<file path="src/rtl/serial_subtractor.sv">
// Bit-serial unsigned subtractor: computes x - y LSB-first, one bit per clock,
// through a single full-subtractor slice built from two half-subtractor cells.

module HalfSubtractor (
    input  logic x,
    input  logic y,
    output logic xy,
    output logic borrowOut
);

    assign xy        = x ^ y;
    assign borrowOut = ~x & y;

endmodule

module serial_subtractor #(
    parameter int WIDTH = 8
) (
    input  logic             clk,
    input  logic             nReset,
    input  logic             start,
    input  logic [WIDTH-1:0] x,
    input  logic [WIDTH-1:0] y,
    output logic             busy,
    output logic             done,
    output logic [WIDTH-1:0] diff,
    output logic             borrowOut
);

    localparam int CW = (WIDTH > 2) ? $clog2(WIDTH) : 1;
    localparam logic [CW-1:0] LAST_BIT = CW'(WIDTH - 1);

    localparam logic [1:0] ST_IDLE  = 2'd0;
    localparam logic [1:0] ST_SHIFT = 2'd1;
    localparam logic [1:0] ST_DONE  = 2'd2;

    logic [1:0]       r_state;
    logic [WIDTH-1:0] r_xs;
    logic [WIDTH-1:0] r_ys;
    logic [WIDTH-1:0] r_acc;
    logic [CW-1:0]    r_cnt;
    logic             r_b;
    logic             r_busy;
    logic             r_done;
    logic [WIDTH-1:0] r_diff;
    logic             r_borrow;

    logic             w_xy1;
    logic             w_b1;
    logic             w_d;
    logic             w_b2;
    logic             w_bn;
    logic [WIDTH-1:0] w_acc_next;

    // Full-subtractor slice: first cell takes xs-ys, second subtracts the stored borrow.
    HalfSubtractor u_hs_a (
        .x         (r_xs[0]),
        .y         (r_ys[0]),
        .xy        (w_xy1),
        .borrowOut (w_b1)
    );

    HalfSubtractor u_hs_b (
        .x         (w_xy1),
        .y         (r_b),
        .xy        (w_d),
        .borrowOut (w_b2)
    );

    assign w_bn       = w_b1 | w_b2;
    assign w_acc_next = {w_d, r_acc[WIDTH-1:1]};

    // Sequencer, operand shifters, borrow storage and held result registers.
    always_ff @(posedge clk or negedge nReset) begin
        if (!nReset) begin
            r_state  <= ST_IDLE;
            r_xs     <= '0;
            r_ys     <= '0;
            r_acc    <= '0;
            r_cnt    <= '0;
            r_b      <= 1'b0;
            r_busy   <= 1'b0;
            r_done   <= 1'b0;
            r_diff   <= '0;
            r_borrow <= 1'b0;
        end else begin
            case (r_state)
                ST_IDLE, ST_DONE: begin
                    r_done <= 1'b0;
                    if (start) begin
                        r_state <= ST_SHIFT;
                        r_xs    <= x;
                        r_ys    <= y;
                        r_acc   <= '0;
                        r_cnt   <= '0;
                        r_b     <= 1'b0;
                        r_busy  <= 1'b1;
                    end else begin
                        r_state <= ST_IDLE;
                        r_busy  <= 1'b0;
                    end
                end
                ST_SHIFT: begin
                    r_xs  <= {1'b0, r_xs[WIDTH-1:1]};
                    r_ys  <= {1'b0, r_ys[WIDTH-1:1]};
                    r_acc <= w_acc_next;
                    r_b   <= w_bn;
                    r_cnt <= r_cnt + CW'(1);
                    // The MSB slice result goes straight to the outputs on the same edge.
                    if (r_cnt == LAST_BIT) begin
                        r_state  <= ST_DONE;
                        r_busy   <= 1'b0;
                        r_done   <= 1'b1;
                        r_diff   <= w_acc_next;
                        r_borrow <= w_bn;
                    end else begin
                        r_state <= ST_SHIFT;
                    end
                end
                default: begin
                    r_state <= ST_IDLE;
                    r_busy  <= 1'b0;
                    r_done  <= 1'b0;
                end
            endcase
        end
    end

    assign busy      = r_busy;
    assign done      = r_done;
    assign diff      = r_diff;
    assign borrowOut = r_borrow;

endmodule

</file>
<file path="config.mk">
export PLATFORM = sky130hd
export DESIGN_NAME = serial_subtractor
export DESIGN_NICKNAME = d
export VERILOG_FILES = /design/src/rtl/serial_subtractor.sv
export SDC_FILE = /design/constraint.sdc
export NUM_CORES = 1
export LEC_CHECK = 0
export CORE_MARGIN = 5
export CORE_UTILIZATION = 40
export DETAILED_ROUTE_END_ITERATION = 8
export GPL_TIMING_DRIVEN = 0
export PLACE_DENSITY = 0.69
export SLEW_MARGIN = 0
export SYNTH_ARGS = -nofsm -noshare
export SYNTH_HDL_FRONTEND = slang
export SYNTH_SLANG_ARGS = --single-unit
</file>
<file path="constraint.sdc">
create_clock -name clk -period 1.5 [get_ports clk]
set_clock_uncertainty 0.15 [all_clocks]
set_input_delay 0.3 -clock clk [delete_from_list [all_inputs] [get_ports clk]]
set_output_delay 0.3 -clock clk [all_outputs]
set_load 0.005 [all_outputs]
</file>
# [Yosys cells after proc, flatten, opt, wreduce, memory -nomap -nowiden]
# Index checks and enable logic that the tools add are counted.
[op_classes] n_eq_ne=5 bitwise_logic=7 reduce_logical=5 muxes=18 addsub=1
[ops] op="$pmux W8 S2" count=3
[ops] op="$mux W8" count=3
[ops] op="$mux W1" count=6
[ops] op="$pmux W3 S2" count=1
[ops] op="$ne A2 B2 Y1 const B" count=2
[ops] op="$pmux W1 S2" count=2
[ops] op="$pmux W2 S2" count=1
[ops] op="$reduce_and A2 Y1" count=2
[ops] op="$add A3 B1 Y3 const B" count=1
[ops] op="$eq A3 B3 Y1 const B" count=1
[ops] op="$mux W3" count=1
[ops] op="$and A1 B1 Y1" count=2
[ops] op="$eq A2 B1 Y1 const B" count=1
[ops] op="$eq A2 B2 Y1 const B" count=1
[ops] op="$logic_not A2 Y1" count=1
[ops] op="$mux W2" count=1
[ops] op="$not A1 Y1" count=2
[ops] op="$reduce_bool A2 Y1" count=1
[ops] op="$reduce_or A2 Y1" count=1
[ops] op="$xor A1 B1 Y1" count=2
[ops] op="$or A1 B1 Y1" count=1
[totals] output_inout_bits=11 regBits=41 wordCells=46 inputBits=19

# [Longest topological paths before layout]
# Gate-level depths: netlist (run 1).
[logic_depth] word_depth=5 mapped_depth=6 depth_no_buf=5

# [Hierarchy]
# From an unflattened synthesis (run 1), not the netlist that was laid out.
[hier_totals] cells_unflattened=159 hier_area_um2=1829.3
[by_module_without_submodules] mod="serial_subtractor" area_per_inst_um2=1789.2 cells_per_inst=153 seq_area_each_um2=1001.0 instances=1
[by_module_without_submodules] mod="HalfSubtractor" area_per_inst_um2=20.0 cells_per_inst=3 seq_area_each_um2=0.0 instances=2

# [Worst setup path after synthesis (run 1)]
# No wires, ideal clock.
[synth_timing] path_type="register to register" start="register r_cnt[0]" end="register r_diff[1], in the netlist diff[1]" arrival_time_ns=1.306 path_slack_ns=-0.081 period_less_slack_ns=1.581 path_buffers=1 required_ns=1.225 setup_time_ns=0.125 stages_incl_launch_ff=6 cell_sequence="dfrtp_1 -> ha_1 -> ha_1 -> nand3b_2 -> buf_6 -> mux2_4"
[synth_via] elab_chain_cells=2
[synth_lines] element="start: declaration" line_no="41" text="logic [CW-1:0] r_cnt;"
[synth_lines] element="start signal: assignment" line_no="108" text="r_cnt <= r_cnt + CW'(1);"
[synth_lines] element="$eq A3 B3 Y1" line_no="110" text="if (r_cnt == LAST_BIT) begin"
[synth_lines] element="$reduce_and A2 Y1 (no source line)"
[synth_lines] element="end signal: assignment" line_no="114" text="r_diff <= w_acc_next;"
[synth_lines] element="end: declaration" line_no="45" text="logic [WIDTH-1:0] r_diff;"
# Every way passes these cells.
# A chain may end at the register's enable or synchronous reset.

# [Worst setup path after layout (run 1)]
[layout_timing] start="register r_cnt[1]" end="register r_diff[7], in the netlist diff[7]"
# The elaborated chain is that of the path after synthesis.

==> summary.txt, run 1 <==
Outcome
  – Status: finished with violations
  – Failing checks: hold timing, setup timing

Finish
  – ANT cells: 0
  – Synthesis-to-layout area growth: 30.5%
  – Layout cell share with drive strength beyond 1: 25.8%
  – Fin area: ~2500 sq um
  – Sequential Area: around 1000 sq um
  – Multi-input gate area: 832 sq um
  – Nets: 219
  – # fillers: between 400 and 500
  – Non-Filler Instances: 252

Die
  – Die Area: about 6300 sq um
  – Die Ht: 79.1 um
  – Core Region: 4690 sq um
  – I/O pin count: 30
  – Starting Density: 40.7%
  – Die Wd: 79.1 um
  – Site Rows: 25

Synth
  – Post-synth top cells: dfrtp_1, mux2i_1, a211oi_1, a21oi_1, nor2b_1
  – Sequential element share of the synthesized area: between 50% and 60%
  – Count leader, synth: dfrtp_1
  – Mapped Area: ~1900 sq um
  – Post-synth top flop: dfrtp_1
  – #FFs+latches synth: 40
  – Mapped Cells: around 150
  – Number of synthesized flops with an enable pin: 0
  – Avg Inst Size Synth: 12.8 sq um
  – FFs w/ async S/R, synth: 100%
  – Syn_nets: between 150 and 200
  – Yosys top cell area share: a little over half
  – Post-synth cell types: 27
  – Yosys top cell by area: dfrtp_1
  – Number of synthesis warnings: 0
  – Synth top area cells: dfrtp_1, mux2i_1, mux2_4

Routing
  – Antenna-violating nets left: 0
  – Drt via density: 5.30
  – DR vias: approximately 1300
  – Routed WL: 3890 um
  – Wirelength per Cell: around 15 um
  – First-pass detailed-route iteration total: 4
  – Post-route DRC: 0
  – 1st-iter DRT viols: 60

CTS
  – CTS Buf Count: 5
  – Clock Pin Slew Worst Setup and Hold Paths: 0.08 ns
  – Clock Path Buffers: 2
  – TritonCTS clock tree: done
  – Worst-skew pair later-pin latency: about 0.29 ns
  – CTS Sinks: 40
  – H-tree depth: 2
  – Root buffer cell: clkbuf_8

Timing
  – Final Setup Violations: 7
  – Period minus WS final: between 1.5 and 2 ns
  – Final Hold Fails: 36
  – RSZ-0062 raised after global routing: yes
  – Min Hold Slack: -0.0246 ns
  – PnR worst setup slack: -0.0703 ns
  – Relative slew slack: between 40% and 50%
  – Final setup TNS: -0.456 ns
  – Least-Margin Pin Slew: 0.895 ns
  – Tcrit/Tclk final: 105%
  – F_max: 637 MHz
  – Final Max Slew Viols: 0

Placement
  – Placed Area: between 2000 and 2500 sq um
  – Placed cells: approximately 230
  – Port bufs: 28
  – DP Wirelength: roughly 2600 um
  – Routability Congestion: ~0.75

GRT
  – Largest net degree at the start of global routing: between 40 and 50
  – Gr usage total: between 10% and 20%
  – Gr ovfl total: 0
  – First-pass GRT wire length: between 6000 and 7000 um
  – Vias in the first global route: 1391
  – Number of antenna violations at the first check in global routing: 0

Power and ir drop
  – Peak VDD IR: around 880 uV
  – Total power: approximately 0.0047 W
  – Leak: 1.14 nW
  – Power Density: 1890 nW/um^2

Job
  – Total of max-cap violations: 0

Setup path
  – CP Class: reg -> reg
  – Worst setup SP type: flop
  – CP Max Fanout: 4
  – Worst EP required: 1.53 ns
  – Crit path DAT: between 1.5 and 2 ns
  – Worst setup EP type: flop

Worst hold path
  – Min-delay worst type: in -> async
-- state kept, by name, summed over array words and instances, names as in the netlist --
register   count
borrowOut      1
done           1
r_b            1
busy           1
diff           8
r_cnt          3
r_acc          7
r_ys           8
r_xs           8
r_state        2
-- cell type report --
cell class	count	share of cell area (%)
Tap cell	54	2.71
Inverter	4	0.602
Clock buffer	6	3.31
Buffer	11	3.91
Timing Repair Buffer	41	15.4
Clock inverter	2	0.602
Multi-Input combinational cell	94	33.4
Sequential cell	40	40.1
-- kinds of logic (layout without fill, tap and decap cells) --
| group | Yosys count | count (layout) | share of synthesized area (%) |
|---|---|---|---|
| flip-flops | 40 | 40 | 52.4 |
| multiplexers | 27 | 27 | 16.3 |
| adder cells (fa/ha/maj) | 3 | 3 | 2.36 |
| AO/OA/AOI/OAI | 43 | 43 | 15.8 |
| buffers and inverters | 15 | 64 | 5.69 |
| AND/OR/NAND/NOR | 21 | 21 | 7.46 |
-- per-layer routing --
metal	GRT usage (%)	part of all wire (%)	vias to the layer above	routed length (um)
met2	22.1	47	37	1830
met4	4.64	0.82	0	32
met1	17.2	47	660	1820
met5	0	0	-	0
li1	-	-	636	-
met3	3.97	5.4	3	211
-- layout by cell type (no fill, tap or decap), drive strengths merged --
cell type and count:
a21oi 12, a21o 2, nor2 2, clkbuf 9, buf 22, dfrtp 40, clkinvlp 2, a22o 11
dlygate4sd2 11, nor2b 14, o21a 1, nand2 1, a221o 1, nand3b 1, a211oi 12, inv 4
clkdlybuf4s50 16, fa 1, ha 2, o21ai 3, mux2 12, mux2i 15, nand3 2, a31o 1
nor3 1
-- per-stage QoR --
stage | worst slack (ns) | util (%)
floorplan | -0.000608 | -
global placement | -0.983 | 48.7
detailed placement | -0.0714 | 48.6
CTS | -0.0711 | 52.0
global route | -0.0947 | 53.2
finish | -0.0703 | 53.2
-- worst max-delay path: stages (launching register included) --
cell	delay, ns
dfrtp_1	0.40
ha_2	0.20
ha_4	0.16
nand3b_4	0.11
clkbuf_16	0.15
mux2_4	0.29
-- path summary, 6_finish.rpt --
kind	start	endpoint	slack [ns]	cells after the start
max	r_cnt[1]	diff[7]	-0.07	5
min	nReset	r_acc[2]	-0.02	1
max reg2reg	r_cnt[1]	diff[7]	-0.07	5
min reg2reg	borrowOut	borrowOut	0.35	2
max in group asynchronous	nReset	r_xs[6]	0.66	1
min in group clk	start	r_xs[3]	0.35	4
-- report_power, final --
| part | internal, W | total, W | switching [W] |
|---|---|---|---|
| registers | 0.00157 | 0.00189 | 0.000321 |
| logic | 0.00121 | 0.00207 | 0.000852 |
| clock network | 0.000372 | 0.000764 | 0.000391 |
| total | 0.00315 | 0.00472 | 0.00156 |
-- repair_timing --
action / 4_1_cts / 5_1_grt
pin swaps: 0 / 1
hold buffers: 0 / 0
setup endpoints to repair: 18 / 10
buffers inserted: 10 / 2
cloned: 0 / 1
resized for setup: 11 / 7
No activity file was read; power rests on OpenSTA's default activity.
==> inputs of run 2 (changes only) <==
Settings changed: GPL_TIMING_DRIVEN 0 to 1.
==> run 2 against run 1 <==
Against the previous run: the run now ends clean; count of clock-buffer cells in the layout decreased by 1; die area unchanged; sequential share of layout area decreased by 1.0 points; worst hold slack improved by 0.34 ns; power increased by 2.5%; clock power decreased by 9.6%; cell count increased by 3.6%; routed wire length increased by 3.4%; highest routed layer unchanged.
==> summary.txt, run 2 (synthesis results as in run 1) <==
Outcome
  – Status: finished, final reports clean

Routing
  – Drt via density: 5.25 (-0.99%)
  – First-pass detailed-route iteration total: 4 (unchanged)
  – Routed WL: 4020 um (+3.4%)
  – Antenna-violating nets left: 0 (unchanged)
  – Wirelength per Cell: 15.4 um (-0.15%)
  – 1st-iter DRT viols: 45 (-25%)
  – DR vias: 1370 (+2.5%)
  – Post-route DRC: 0 (unchanged)

CTS
  – TritonCTS clock tree: done
  – Clock Pin Slew Worst Setup and Hold Paths: 0.08 ns (about the same)
  – Worst-skew pair later-pin latency: 0.30 ns (about the same)
  – Clock Path Buffers: 2 (unchanged)
  – CTS Sinks: 40 (unchanged)
  – Root buffer cell: clkbuf_8
  – CTS Buf Count: 5 (unchanged)
  – H-tree depth: 2 (unchanged)

Worst hold path
  – Min-delay worst type: in -> async

Power and ir drop
  – Power Density: 1880 nW/um^2 (-0.34%)
  – Switching Fraction: 33.1% (-0.071 points)
  – Leak: 1.20 nW (+5.0%)
  – Comb pwr share: 46.2% (+2.4 points)
  – Internal Power: 0.00323 W (+2.6%)
  – Total power: 0.00483 W (+2.5%)
  – Clock power share: 14.3% (-1.9 points)
  – Peak VDD IR: 819 uV (-6.8%)
  – Sequential power share: 39.5% (-0.5 points)
  – Net switching power: 0.00160 W (+2.2%)

Finish
  – Layout cell share with drive strength beyond 1: 30.4% (+4.7 points)
  – Commonest non-fill, non-tap cells in the layout: dfrtp_1, buf_4, clkdlybuf4s50_1, mux2i_1
  – Sequential Area: 1000 sq um (+0.12%)
  – Nets: 229 (+4.6%)
  – Fin area: 2560 sq um (+2.8%)
  – ANT cells: 0 (unchanged)
  – Commonest non-fill, non-tap cell in the layout: dfrtp_1
  – # fillers: 409 (unchanged)
  – Multi-input gate area: 865 sq um (+3.9%)
  – Synthesis-to-layout area growth: 34.2%

Setup path
  – CP Class: reg -> reg
  – Stages on worst setup path: 4 (-1)
  – Crit path max-delay family: flip-flops
  – CP Launch Point: r_cnt[0]
  – Worst setup EP type: flop
  – Crit path DAT: 1.54 ns (-0.07 ns)
  – Buf/Inv on CP: 0 (-1)
  – Critical path's slowest cell: dfrtp_1
  – CP Max Fanout: 2 (-2)
  – CP Cell Sequence: ha_2 > ha_4 > mux2_2 > a22o_1
  – Worst EP required: 1.54 ns (about the same)
  – Worst setup SP type: flop
  – Reg2reg start: r_cnt[0]
  – Worst r2r path cells: 4 (-1)
  – Worst path max stage delay: 0.41 ns (about the same)

Timing
  – Final Max Slew Viols: 0 (unchanged)
  – Final Setup Violations: 0 (-7)
  – Period minus WS final: 1.50 ns (-0.0705 ns)
  – Relative slew slack: 73.6% (+33 points)
  – Least-Margin Pin Slew: 0.396 ns (-0.499 ns)
  – PnR worst setup slack: 0.000215 ns (+0.0705 ns)
  – Min Hold Slack: 0.313 ns (+0.337 ns)
  – Final setup TNS: 0 ns (+0.456 ns)
  – Tcrit/Tclk final: 100% (-4.7 points)
  – RSZ-0062 raised after global routing: yes
  – Final Hold Fails: 0 (-100%)
  – F_max: 667 MHz (+4.7%)

GRT
  – First-pass GRT wire length: 6910 um (+4.1%)
  – Gr ovfl total: 0 (unchanged)
  – Largest net degree at the start of global routing: 27 (-34%)
  – Number of antenna violations at the first check in global routing: 0 (unchanged)
  – Vias in the first global route: 1444 (+3.8%)
  – Gr usage total: 14.3% (+0.75 points)

Placement
  – DP Wirelength: 2720 um (+3.1%)
  – Port bufs: 29 (+3.6%)
  – Routability Congestion: 0.733 (-2.2%)
  – Placed Area: 2340 sq um (+2.6%)
  – Pre-CTS setup slack: -0.204 ns (-0.133 ns)

Job
  – Total of max-cap violations: 0 (unchanged)

Die
  – Core Region: 4690 sq um (unchanged)
  – Starting Density: 40.7% (unchanged)
  – Die Area: 6260 sq um (unchanged)
  – Die Wd: 79.1 um (unchanged)
  – I/O pin count: 30 (unchanged)
  – Die Ht: 79.1 um (unchanged)
  – Site Rows: 25 (unchanged)
==> run 2: changes by cell type in the layout (fill, tap and decap cells not counted), sizes merged <==
cell / change
clkbuf: -4
buf: +10
nand3b: +1
clkinvlp: -1
clkinv: +1
clkdlybuf4s50: +1
dlygate4sd3: +1
==> run 2: what timing repair did <==
item / 4_1_cts / 5_1_grt
hold buffers: 1 / 0
endpoints found under the hold margin: 14 / 0
buffers inserted: 10 / 3
setup endpoints to repair: 21 / 15
pin swaps: 1 / 2
gates cloned: 1 / 0
gates resized for setup: 14 / 7
==> run 2: final timing paths <==
check / slack (ns) / endpoint
max in group asynchronous: 0.42 / r_state[0]
min in group clk: 0.34 / r_ys[3]
worst max register to register: 0.0002 / r_cnt[2]
worst min register to register: 0.34 / r_ys[3]
worst max-delay path: 0.0002 / r_cnt[2]
worst min-delay path: 0.31 / diff[0]
==> run 2: final cells by class <==
type                       count  share of cell area, %
timing repair buffer          61                   20.8
inverter                       4                  0.585
clock buffer                   5                   2.68
sequential                    40                   39.1
multi-input combinational     95                   33.7
tap                           54                   2.63
clock inverter                 2                  0.488
==> run 2: per-layer routing <==
metal | up-vias | routed length [um] | global-route usage [%]
met5 | - | 0 | 0
met2 | 32 | 1950 | 23.4
met1 | 671 | 1800 | 17.5
li1 | 660 | - | -
met4 | 0 | 49 | 6.70
met3 | 7 | 221 | 3.85
==> run 2: worst register-to-register path: cells and delay by family (launching register included) <==
family	cells	cell delay, ns
mux	1	0.25
fa+ha+maj	2	0.40
compound gates	1	0.18
flops	1	0.41
==> run 2: power by group through the flow <==
stage | sequential (W) | clock [W] | combinational [W]
floorplan | 0.00184 | 0 | 0.00137
global placement | 0.00192 | 0 | 0.00195
detailed placement | 0.00195 | 0 | 0.00204
CTS | 0.00192 | 0.000720 | 0.00216
global route | 0.00197 | 0.000771 | 0.00248
finish | 0.00191 | 0.000691 | 0.00223
==> run 2: through the flow <==
| stage | instances | util, % |
|---|---|---|
| final | 261 | 54.7 |
| after CTS | 258 | 53.7 |
| after floorplan | 149 | - |
| after global routing | 261 | 54.7 |
| after global placement | 239 | 49.9 |
| after detailed placement | 239 | 49.9 |
